File: src/rtl/mem_bus_arb_pkg.sv
// Shared types and defaults for the walker/CPU to system-RAM arbiter.
// Latency: n/a (types and constants only).
// Backpressure: n/a.
package mem_bus_arb_pkg;

   localparam int DEF_ADDR_W         = 64;
   localparam int DEF_DATA_W         = 64;
   localparam int DEF_PTW_BURST_MAX  = 3;
   localparam int DEF_TIMEOUT_CYCLES = 255;

   typedef enum logic [1:0] {
      IDLE    = 2'd0,
      GNT_PTW = 2'd1,
      GNT_CPU = 2'd2,
      RESP    = 2'd3
   } arb_state_t;

   typedef enum logic {
      OWN_PTW = 1'b0,
      OWN_CPU = 1'b1
   } arb_owner_t;

endpackage

File: src/rtl/mem_bus_arb_watchdog.sv
// Cycle watchdog for an outstanding RAM access; only exists when MEM_BUS_ARB_TIMEOUT_EN is defined.
// Latency: expire is combinational from the count, asserted in the TIMEOUT_CYCLES-th running cycle.
// Backpressure: none; start restarts the count, run advances it.
`ifdef MEM_BUS_ARB_TIMEOUT_EN
module mem_bus_arb_watchdog
   import mem_bus_arb_pkg::*;
#(
   parameter int TIMEOUT_CYCLES = DEF_TIMEOUT_CYCLES
) (
   input  logic clk,
   input  logic reset,
   input  logic start,
   input  logic run,
   output logic expire
);

   localparam int CNT_W = $clog2(TIMEOUT_CYCLES + 1);
   localparam logic [CNT_W-1:0] LAST = CNT_W'(TIMEOUT_CYCLES - 1);

   logic [CNT_W-1:0] cnt;

   // Count running cycles from the last grant, parking on the final value.
   always_ff @(posedge clk or negedge reset) begin
      if (!reset) begin
         cnt <= '0;
      end else if (start) begin
         cnt <= '0;
      end else if (run && (cnt != LAST)) begin
         cnt <= cnt + 1'b1;
      end
   end

   assign expire = run && (cnt == LAST);

endmodule
`endif

File: src/rtl/mem_bus_arbiter.sv
// Arbitrates the SV39 walker and CPU ports onto one RAM port, one access outstanding; optional watchdog via MEM_BUS_ARB_TIMEOUT_EN.
// Latency: walker pulse -> capture 1 -> grant 1 -> mem_ready (>=1) -> ready pulse 1 cycle later.
// Backpressure: walker pulses arriving while one is pending or in flight are dropped with arb_err; CPU holds its level request.
module mem_bus_arbiter
   import mem_bus_arb_pkg::*;
#(
   parameter int ADDR_W         = DEF_ADDR_W,
   parameter int DATA_W         = DEF_DATA_W,
   parameter int PTW_BURST_MAX  = DEF_PTW_BURST_MAX,
   parameter int TIMEOUT_CYCLES = DEF_TIMEOUT_CYCLES
) (
   input  logic                  clk,
   input  logic                  reset,
   input  logic [ADDR_W-1:0]     ptw_addr,
   input  logic                  ptw_read,
   output logic [DATA_W-1:0]     ptw_rdata,
   output logic                  ptw_ready,
   input  logic [ADDR_W-1:0]     cpu_addr,
   input  logic                  cpu_read,
   input  logic                  cpu_write,
   input  logic [DATA_W-1:0]     cpu_wdata,
   input  logic [DATA_W/8-1:0]   cpu_wstrb,
   output logic [DATA_W-1:0]     cpu_rdata,
   output logic                  cpu_ready,
   output logic [ADDR_W-1:0]     mem_addr,
   output logic                  mem_read,
   output logic                  mem_write,
   output logic [DATA_W-1:0]     mem_wdata,
   output logic [DATA_W/8-1:0]   mem_wstrb,
   input  logic [DATA_W-1:0]     mem_rdata,
   input  logic                  mem_ready,
   output logic                  arb_err
);

   localparam int CNT_W = $clog2(PTW_BURST_MAX + 1);
   localparam logic [CNT_W-1:0] BURST_MAX = CNT_W'(PTW_BURST_MAX);

   // A zero limit would either lock the walker out or expire on every grant.
   if (PTW_BURST_MAX < 1 || TIMEOUT_CYCLES < 1) begin : g_bad_cfg
      $error("mem_bus_arbiter: PTW_BURST_MAX and TIMEOUT_CYCLES must be >= 1");
   end

   arb_state_t        state, state_nxt;
   arb_owner_t        owner;
   logic              ptw_pend;
   logic [ADDR_W-1:0] ptw_addr_q;
   logic [CNT_W-1:0]  burst_cnt;
   logic              cpu_req, ptw_busy, ptw_take, ptw_drop;
   logic              grant_ptw, grant_cpu, xfer_end, timeout;
   logic [DATA_W-1:0] xfer_data;

   assign cpu_req  = cpu_read | cpu_write;
   assign ptw_busy = ptw_pend | (state == GNT_PTW);
   assign ptw_take = ptw_read & ~ptw_busy;
   assign ptw_drop = ptw_read & ptw_busy;

`ifdef MEM_BUS_ARB_TIMEOUT_EN
   logic wd_expire;

   mem_bus_arb_watchdog #(
      .TIMEOUT_CYCLES(TIMEOUT_CYCLES)
   ) u_watchdog (
      .clk    (clk),
      .reset  (reset),
      .start  (grant_ptw | grant_cpu),
      .run    ((state == GNT_PTW) || (state == GNT_CPU)),
      .expire (wd_expire)
   );

   assign timeout = wd_expire & ~mem_ready;
`else
   assign timeout = 1'b0;
`endif

   // A timed-out access returns zero data to its owner.
   assign xfer_data = timeout ? '0 : mem_rdata;

   // Arbitration state register.
   always_ff @(posedge clk or negedge reset) begin
      if (!reset) state <= IDLE;
      else        state <= state_nxt;
   end

   // Next state and grant/complete strobes. A walker pulse being captured in IDLE
   // holds off a CPU grant for that cycle so the walker wins the tie next cycle.
   always_comb begin
      state_nxt = state;
      grant_ptw = 1'b0;
      grant_cpu = 1'b0;
      xfer_end  = 1'b0;
      case (state)
         IDLE: begin
            if (ptw_pend && (!cpu_req || (burst_cnt < BURST_MAX))) begin
               grant_ptw = 1'b1;
               state_nxt = GNT_PTW;
            end else if (cpu_req && !ptw_take) begin
               grant_cpu = 1'b1;
               state_nxt = GNT_CPU;
            end
         end
         GNT_PTW, GNT_CPU: begin
            if (mem_ready || timeout) begin
               xfer_end  = 1'b1;
               state_nxt = RESP;
            end
         end
         RESP:    state_nxt = IDLE;
         default: state_nxt = IDLE;
      endcase
   end

   // Latch one walker request; it stays pending until its access completes.
   always_ff @(posedge clk or negedge reset) begin
      if (!reset) begin
         ptw_pend   <= 1'b0;
         ptw_addr_q <= '0;
      end else if (ptw_take) begin
         ptw_pend   <= 1'b1;
         ptw_addr_q <= ptw_addr;
      end else if (xfer_end && (owner == OWN_PTW)) begin
         ptw_pend   <= 1'b0;
      end
   end

   // Count walker grants that overtake a waiting CPU request.
   always_ff @(posedge clk or negedge reset) begin
      if (!reset) begin
         burst_cnt <= '0;
      end else if (!cpu_req || grant_cpu) begin
         burst_cnt <= '0;
      end else if (grant_ptw && (burst_cnt < BURST_MAX)) begin
         burst_cnt <= burst_cnt + 1'b1;
      end
   end

   // Load the RAM request registers on a grant; hold them until the access ends.
   always_ff @(posedge clk or negedge reset) begin
      if (!reset) begin
         owner     <= OWN_PTW;
         mem_addr  <= '0;
         mem_read  <= 1'b0;
         mem_write <= 1'b0;
         mem_wdata <= '0;
         mem_wstrb <= '0;
      end else if (grant_ptw) begin
         owner     <= OWN_PTW;
         mem_addr  <= ptw_addr_q;
         mem_read  <= 1'b1;
         mem_write <= 1'b0;
         mem_wdata <= '0;
         mem_wstrb <= '0;
      end else if (grant_cpu) begin
         owner     <= OWN_CPU;
         mem_addr  <= cpu_addr;
         mem_read  <= cpu_read & ~cpu_write;
         mem_write <= cpu_write;
         mem_wdata <= cpu_wdata;
         mem_wstrb <= cpu_wstrb;
      end else if (xfer_end) begin
         mem_read  <= 1'b0;
         mem_write <= 1'b0;
      end
   end

   // Register the owner's read data and raise its one-cycle ready in RESP.
   always_ff @(posedge clk or negedge reset) begin
      if (!reset) begin
         ptw_rdata <= '0;
         cpu_rdata <= '0;
         ptw_ready <= 1'b0;
         cpu_ready <= 1'b0;
         arb_err   <= 1'b0;
      end else begin
         ptw_ready <= xfer_end && (owner == OWN_PTW);
         cpu_ready <= xfer_end && (owner == OWN_CPU);
         arb_err   <= ptw_drop | timeout;
         if (xfer_end) begin
            if (owner == OWN_PTW) ptw_rdata <= xfer_data;
            else                  cpu_rdata <= xfer_data;
         end
      end
   end

endmodule

File: config.mk
export PLATFORM = sky130hd
export DESIGN_NAME = mem_bus_arbiter
export DESIGN_NICKNAME = d
export VERILOG_FILES = /design/src/rtl/mem_bus_arb_pkg.sv /design/src/rtl/mem_bus_arb_watchdog.sv /design/src/rtl/mem_bus_arbiter.sv
export SDC_FILE = /design/constraint.sdc
export NUM_CORES = 1
export LEC_CHECK = 0
export CELL_PAD_IN_SITES_DETAIL_PLACEMENT = 1
export CELL_PAD_IN_SITES_GLOBAL_PLACEMENT = 2
export CORE_ASPECT_RATIO = 0.75
export CORE_MARGIN = 5
export CORE_UTILIZATION = 26
export DETAILED_ROUTE_END_ITERATION = 6
export GPL_ROUTABILITY_DRIVEN = 0
export PLACE_DENSITY = 0.88
export SLEW_MARGIN = 20
export SYNTH_ARGS = -nofsm -noshare
export SYNTH_HDL_FRONTEND = slang
export SYNTH_SLANG_ARGS = --single-unit
File: constraint.sdc
create_clock -name clk -period 2.1 [get_ports clk]
set_input_delay 0.42 -clock clk [delete_from_list [all_inputs] [get_ports clk]]
set_output_delay 0.42 -clock clk [all_outputs]
set_load 0.05 [all_outputs]
# Word level (Yosys, flattened, before mapping)
# Cells that the tools add are included.
[word_totals] reg_bits=339 latchBits=0 ramBits=0 mem_bits_ro=0 output_inout_bits=269 elab_cells=76 memories=0
[op_classes] addsub=1 multipliers=0 n_div=0 order_cmp=1 n_eq_ne=5 shift=0 muxes=28 bitwise=8 reduce_logical=18
[ops] cell="2-to-1 mux 64 bit" count=4
[ops] cell="2-to-1 mux 1 bit" count=16
[ops] cell="2-to-1 mux 8 bit" count=2
[ops] cell="2-to-1 mux 2 bit" count=5
[ops] cell="one-hot mux 2 bit (3 select lines)" count=1
[ops] cell="AND reduction 2 bit" count=3
[ops] cell="nonzero test 2 bit" count=3
[ops] cell="logical AND 1 bit" count=5
[ops] cell="equality test 2 bit, second input constant" count=2
[ops] cell="bitwise AND 1 bit" count=3
[ops] cell="inequality test 3 bit, second input constant" count=1
[ops] cell="inverter 1 bit" count=3
[ops] cell="nonzero test 3 bit" count=1
[ops] cell="adder 2 x 1 -> 2 bit, second input constant" count=1
[ops] cell="equality test 2 x 1 -> 1 bit, second input constant" count=1
[ops] cell="zero test 1 bit" count=2
[ops] cell="zero test 2 bit" count=1
[ops] cell="logical OR 1 bit" count=2
[ops] cell="less-than comparator 2 bit, second input constant" count=1
[ops] cell="inequality test 2 bit, second input constant" count=1
[ops] cell="bitwise OR 1 bit" count=2
[ops] cell="OR reduction 2 bit" count=1

# Logic depth before layout (Yosys ltp)
[logic_depth] ltp_word=11 ltp_mapped=9 ltp_nobuf=7

# Worst setup path after synthesis
# Ideal clock, no wire load.
[synth_path] path_kind="flip-flop to flip-flop" start="reg state[0]" end="reg cpu_rdata[14]" setup_ns=0.125 t_arrival_ns=1.686 required_ns=1.975 path_slack_ns=0.290 path_stages_with_launch=7 n_path_buf=2 period_less_slack_ns=1.810 path_cell_list="dfrtp_1 -> inv_1 -> ha_1 -> nand3_1 -> clkbuf_1 -> buf_2 -> mux2_2"
[synth_between] elab_chain_len=4 word_cells_on_any_way=5 cone_classes="eq/ne: 2; mux: 1; reduce/logical: 2"
[synth_lines] item="start: declaration" line_no="mem_bus_arbiter.sv:43" text="arb_state_t state, state_nxt;"
[synth_lines] item="start signal: assignment" line_no="mem_bus_arbiter.sv:81" text="else state <= state_nxt;"
[synth_lines] item="equality test 2 x 1 -> 1 bit / equality test 2 bit (equally long branches)" line_no="mem_bus_arbiter.sv:91" text="case (state)"
[synth_lines] item="OR reduction 2 bit (*)" line_no="mem_bus_arbiter.sv:91"
[synth_lines] item="2-to-1 mux 1 bit (*)" line_no="mem_bus_arbiter.sv:91"
[synth_lines] item="AND reduction 2 bit (no line) (*)"
[synth_lines] item="end signal: assignment" line_no="mem_bus_arbiter.sv:179" text="else cpu_rdata <= xfer_data;"
[synth_lines] item="end: declaration" line_no="mem_bus_arbiter.sv:23" text="output logic [DATA_W-1:0] cpu_rdata,"
# Every way passes the cells marked *; elsewhere a longest branch is shown, timed or not.
# A chain may end at the register's enable or synchronous reset.

# Worst setup path after layout
[layout_path] start="reg state[1]" end="reg mem_addr[3]"
[layout_between] elab_chain_len=10 word_cells_on_any_way=13 cone_classes="eq/ne: 1; mux: 5; bitwise: 3; reduce/logical: 4"
[layout_lines] item="equality test 2 x 1 -> 1 bit" line_no="mem_bus_arbiter.sv:53" text="assign ptw_busy = ptw_pend | (state == GNT_PTW);"
[layout_lines] item="bitwise OR 1 bit" line_no="mem_bus_arbiter.sv:53"
[layout_lines] item="inverter 1 bit" line_no="mem_bus_arbiter.sv:54" text="assign ptw_take = ptw_read & ~ptw_busy;"
[layout_lines] item="bitwise AND 1 bit" line_no="mem_bus_arbiter.sv:54"
[layout_lines] item="zero test 1 bit" line_no="mem_bus_arbiter.sv:96" text="end else if (cpu_req && !ptw_take) begin"
[layout_lines] item="logical AND 1 bit" line_no="mem_bus_arbiter.sv:96"
[layout_lines] item="2-to-1 mux 1 bit" line_no="mem_bus_arbiter.sv:96"
[layout_lines] item="2-to-1 mux 1 bit" line_no="mem_bus_arbiter.sv:93" text="if (ptw_pend && (!cpu_req || (burst_cnt < BURST_MAX))) begin"
[layout_lines] item="2-to-1 mux 1 bit" line_no="mem_bus_arbiter.sv:91"
[layout_lines] item="nonzero test 2 bit (no line)"
[layout_lines] item="end signal: assignment" line_no="mem_bus_arbiter.sv:147" text="mem_addr <= ptw_addr_q;"
[layout_lines] item="end signal: assignment" line_no="mem_bus_arbiter.sv:154" text="mem_addr <= cpu_addr;"
[layout_lines] item="end: declaration" line_no="mem_bus_arbiter.sv:25" text="output logic [ADDR_W-1:0] mem_addr,"
# Parallel ways exist; a longest one is shown, timed or not.

==> flow_summary_export.csv <==
group,metric,value,unit
grt,grt_max_degree,73,
logic_synthesis,syn_area,13400,sq um
run_status,status,"finished, final reports clean",
worst_hold_path,hp-class,"input port to flop",
sta,hold_viol_final,0,
grt,antenna_found_initial,3,
power,pwr-share-comb,53.5,%
logic_synthesis,synth_area_per_cell,10.6,sq um
logic_synthesis,syn_nets,1543,
logic_synthesis,synthFlopType,"dfrtp_1",
finish,finalNetCount,2099,
setup_path,r2r_slack,0.12,ns
sta,drv_slew,0,
clocking,htreeDepth,2,
power,clkPwrFrac,17.5,%
sta,max_freq,505,MHz
die,dieHeight,207,um
logic_synthesis,synth_warnings,0,
sta,rsz0062_at_grt,"false",
logic_synthesis,yosysMostFrequentCell,"nand2_1",
setup_path,crit_type,"flop to flop",
die,initial_core_util,26.2,%
logic_synthesis,synth_seq_area_share,63.1,%
logic_synthesis,netlist_top_cells_count,"537 x nand2_1, 339 x dfrtp_1, 64 x a21boi_0, 64 x a221o_1, 64 x mux2_2",
routing,viasPerCell,4.65,
power,p_per_area,1870,nW/um^2
logic_synthesis,synth_cells,1269,
setup_path,cp-end-kind,"flop",
clocking,cts_root_buf,"clkbuf_16",
grt,grt_pass1_vias,13000,
power,intPower,20000,uW
sta,fin_tns_setup,0,ns
sta,finalSetupViolations,0,
clocking,cts_made_buffers,38,
setup_path,crit_end,"mem_addr[3]$_DFFE_PN0P_",
clocking,clk_latency,0.55,ns
clocking,cts_tree,"built",
power,p_leak,0.0103,uW
logic_synthesis,ys_seq_elements,339,
setup_path,crit_required,2.51,ns
setup_path,rr_endpoint,"mem_addr[3]$_DFFE_PN0P_",
placement,place_ws,-0.130,ns
routing,drt_iter0_drc,643,
sta,max_slew.worst_pin.slew,0.637,ns
setup_path,crit_arrival,2.39,ns
sta,timing.slew.headroom,57.6,%
sta,skew,0.0216,ns
die,die-area,56400,sq um
placement,hpwl,37.7,mm
clocking,clkTransAtPathRegs,0.06,ns
routing,wl_per_cell,20.5,um
grt,grt-ovfl-total,0,
logic_synthesis,synth_top_cell_area_share,63.1,%
die,fp-row-count,72,
worst_hold_path,hp-start,"ptw_addr[28]",
grt,grt_pass1_wl,77.5,mm
logic_synthesis,async_reset_ff_share,100,%
logic_synthesis,synth_cell_types,34,
setup_path,rr_worst_depth,8,
sta,setup_slack,0.119,ns
sta,fin_crit,1.98,ns
clocking,clk_path_buf_depth,3,
power,p_sw,19300,uW
routing,drt_wl_total,51.8,mm
power,p_sw_share,49.2,%
logic_synthesis,synth_area_leaders,"dfrtp_1 63%, nand2_1 15%, mux2_2 5.4%",
finish,postLayoutCoreUtil,41.0,%
setup_path,cp-start-kind,"flop",
placement,portBuffers,538,
logic_synthesis,synth_edf_count,0,
die,die_w,273,um
power,irDropWorstVdd,0.756,mV
logic_synthesis,synth_top_cell_by_area,"dfrtp_1",
routing,detail-route-antenna-nets,0,
die,core,51300,sq um
finish,syn_to_final_growth,56.4,%
finish,layout-drive-gt1-share,11.6,%
flow_run,drv_cap,0,
setup_path,startpoint,"state[1]$_DFFE_PN0P_",
routing,vias,11700,
routing,route.detailed.drc,0,
power,seqPwrFrac,29.1,%
setup_path,crit_fanout,11,
routing,drtPass1Iterations,4,
die,num_io_pins,539,
setup_path,r2r-start,"state[1]$_DFFE_PN0P_",
grt,grt_usage,17.4,%
sta,fin_crit_sh,94.3,%
clocking,cts.sinks,339,
-- power groups by stage --
stage	sequential [uW]	clock, uW	combinational [uW]
finish	11400	6870	21000
floorplan	19600	0	5760
detailed placement	11600	0	22800
CTS	11400	7100	21200
global route	11800	7380	22300
global placement	11400	0	22300
-- layout by cell type (no fill, tap or decap), types with 3 or more instances in the layout --
cell type	count
ha_1	3
buf_12	23
o21ai_0	11
clkdlybuf4s50_1	268
dfrtp_1	339
mux2_2	64
dlygate4sd2_1	258
a21boi_0	64
clkbuf_1	8
a221o_1	64
o21ai_1	63
buf_4	52
inv_1	3
nor2_1	4
clkbuf_8	11
nand2_1	537
clkinv_2	5
clkbuf_16	40
-- worst max-delay path, cell delays in order, from the launching register on --
cell and delay (ns):
dfrtp_1 0.36, inv_1 0.09, ha_1 0.25, nor3b_4 0.25, nor4b_4 0.09, buf_4 0.16, clkbuf_16 0.17, buf_4 0.16
a221o_1 0.31
-- state kept, by name, summed over array words and instances (netlist names) --
signal,count
ptw_addr_q,64
mem_wdata,64
mem_write,1
owner,1
cpu_ready,1
cpu_rdata,64
mem_addr,64
ptw_rdata,64
ptw_pend,1
ptw_ready,1
mem_read,1
state,2
burst_cnt,2
arb_err,1
mem_wstrb,8
-- logic make-up after synthesis --
group | Yosys count | synth area share [%]
buffers and inverters | 93 | 3.36
DFF | 339 | 63.1
muxes | 64 | 5.36
and+or+nand+nor | 555 | 16.0
AOI/OAI and AO/OA | 214 | 11.8
adders and majority gates | 4 | 0.372
-- stage by stage --
step | hold slack (ns) | cell area (sq um) | total power (uW) | cells
after floorplan | 0.124 | 13400 | 25400 | 1269
after global placement | 0.430 | 20000 | 33800 | 2448
after detailed placement | 0.453 | 20000 | 34400 | 2448
after CTS | 0.351 | 21000 | 39800 | 2518
after global routing | 0.371 | 21000 | 41400 | 2521
final | 0.400 | 21000 | 39300 | 2522
-- area by class of cell --
class                      instances  area, sq um
antenna                            2         5.00
clock inverter                    11          133
inverter                           4         15.0
fill                            5757        30300
tap                              666          833
timing repair buffer             605         5850
clock buffer                      58         1160
sequential                       339         8480
multi-input combinational        837         4550
-- timing repair --
action / 4_1_cts / 5_1_grt
buffers inserted: 0 / 1
hold buffers: 1 / 0
cloned: 0 / 1
resized for setup: 258 / 1
endpoints found under the setup margin: 258 / 26
hold endpoints to repair: 48 / 0
pin swaps: 0 / 1
-- how the worst min path moves through the flow --
stage                                            end  slack, ns  cells after the start
final                     ptw_addr_q[28]$_DFFE_PN0P_       0.40                      3
after global routing      ptw_addr_q[20]$_DFFE_PN0P_       0.37                      3
after CTS                 ptw_addr_q[28]$_DFFE_PN0P_       0.35                      3
after detailed placement   ptw_rdata[25]$_DFFE_PN0P_       0.45                      1
after global placement     ptw_rdata[25]$_DFFE_PN0P_       0.43                      1
after floorplan                    arb_err$_DFF_PN0_       0.12                      0
-- routing by layer --
metal  GRT usage, %  wire [um]  vias to the layer above
met2           29.3      25200                      359
met1           22.4      22100                     5933
met5              0          0                        -
li1               -          -                     5339
met4           5.07       1320                        0
met3           4.55       3180                       86
Power figures use the tool's default switching activity.
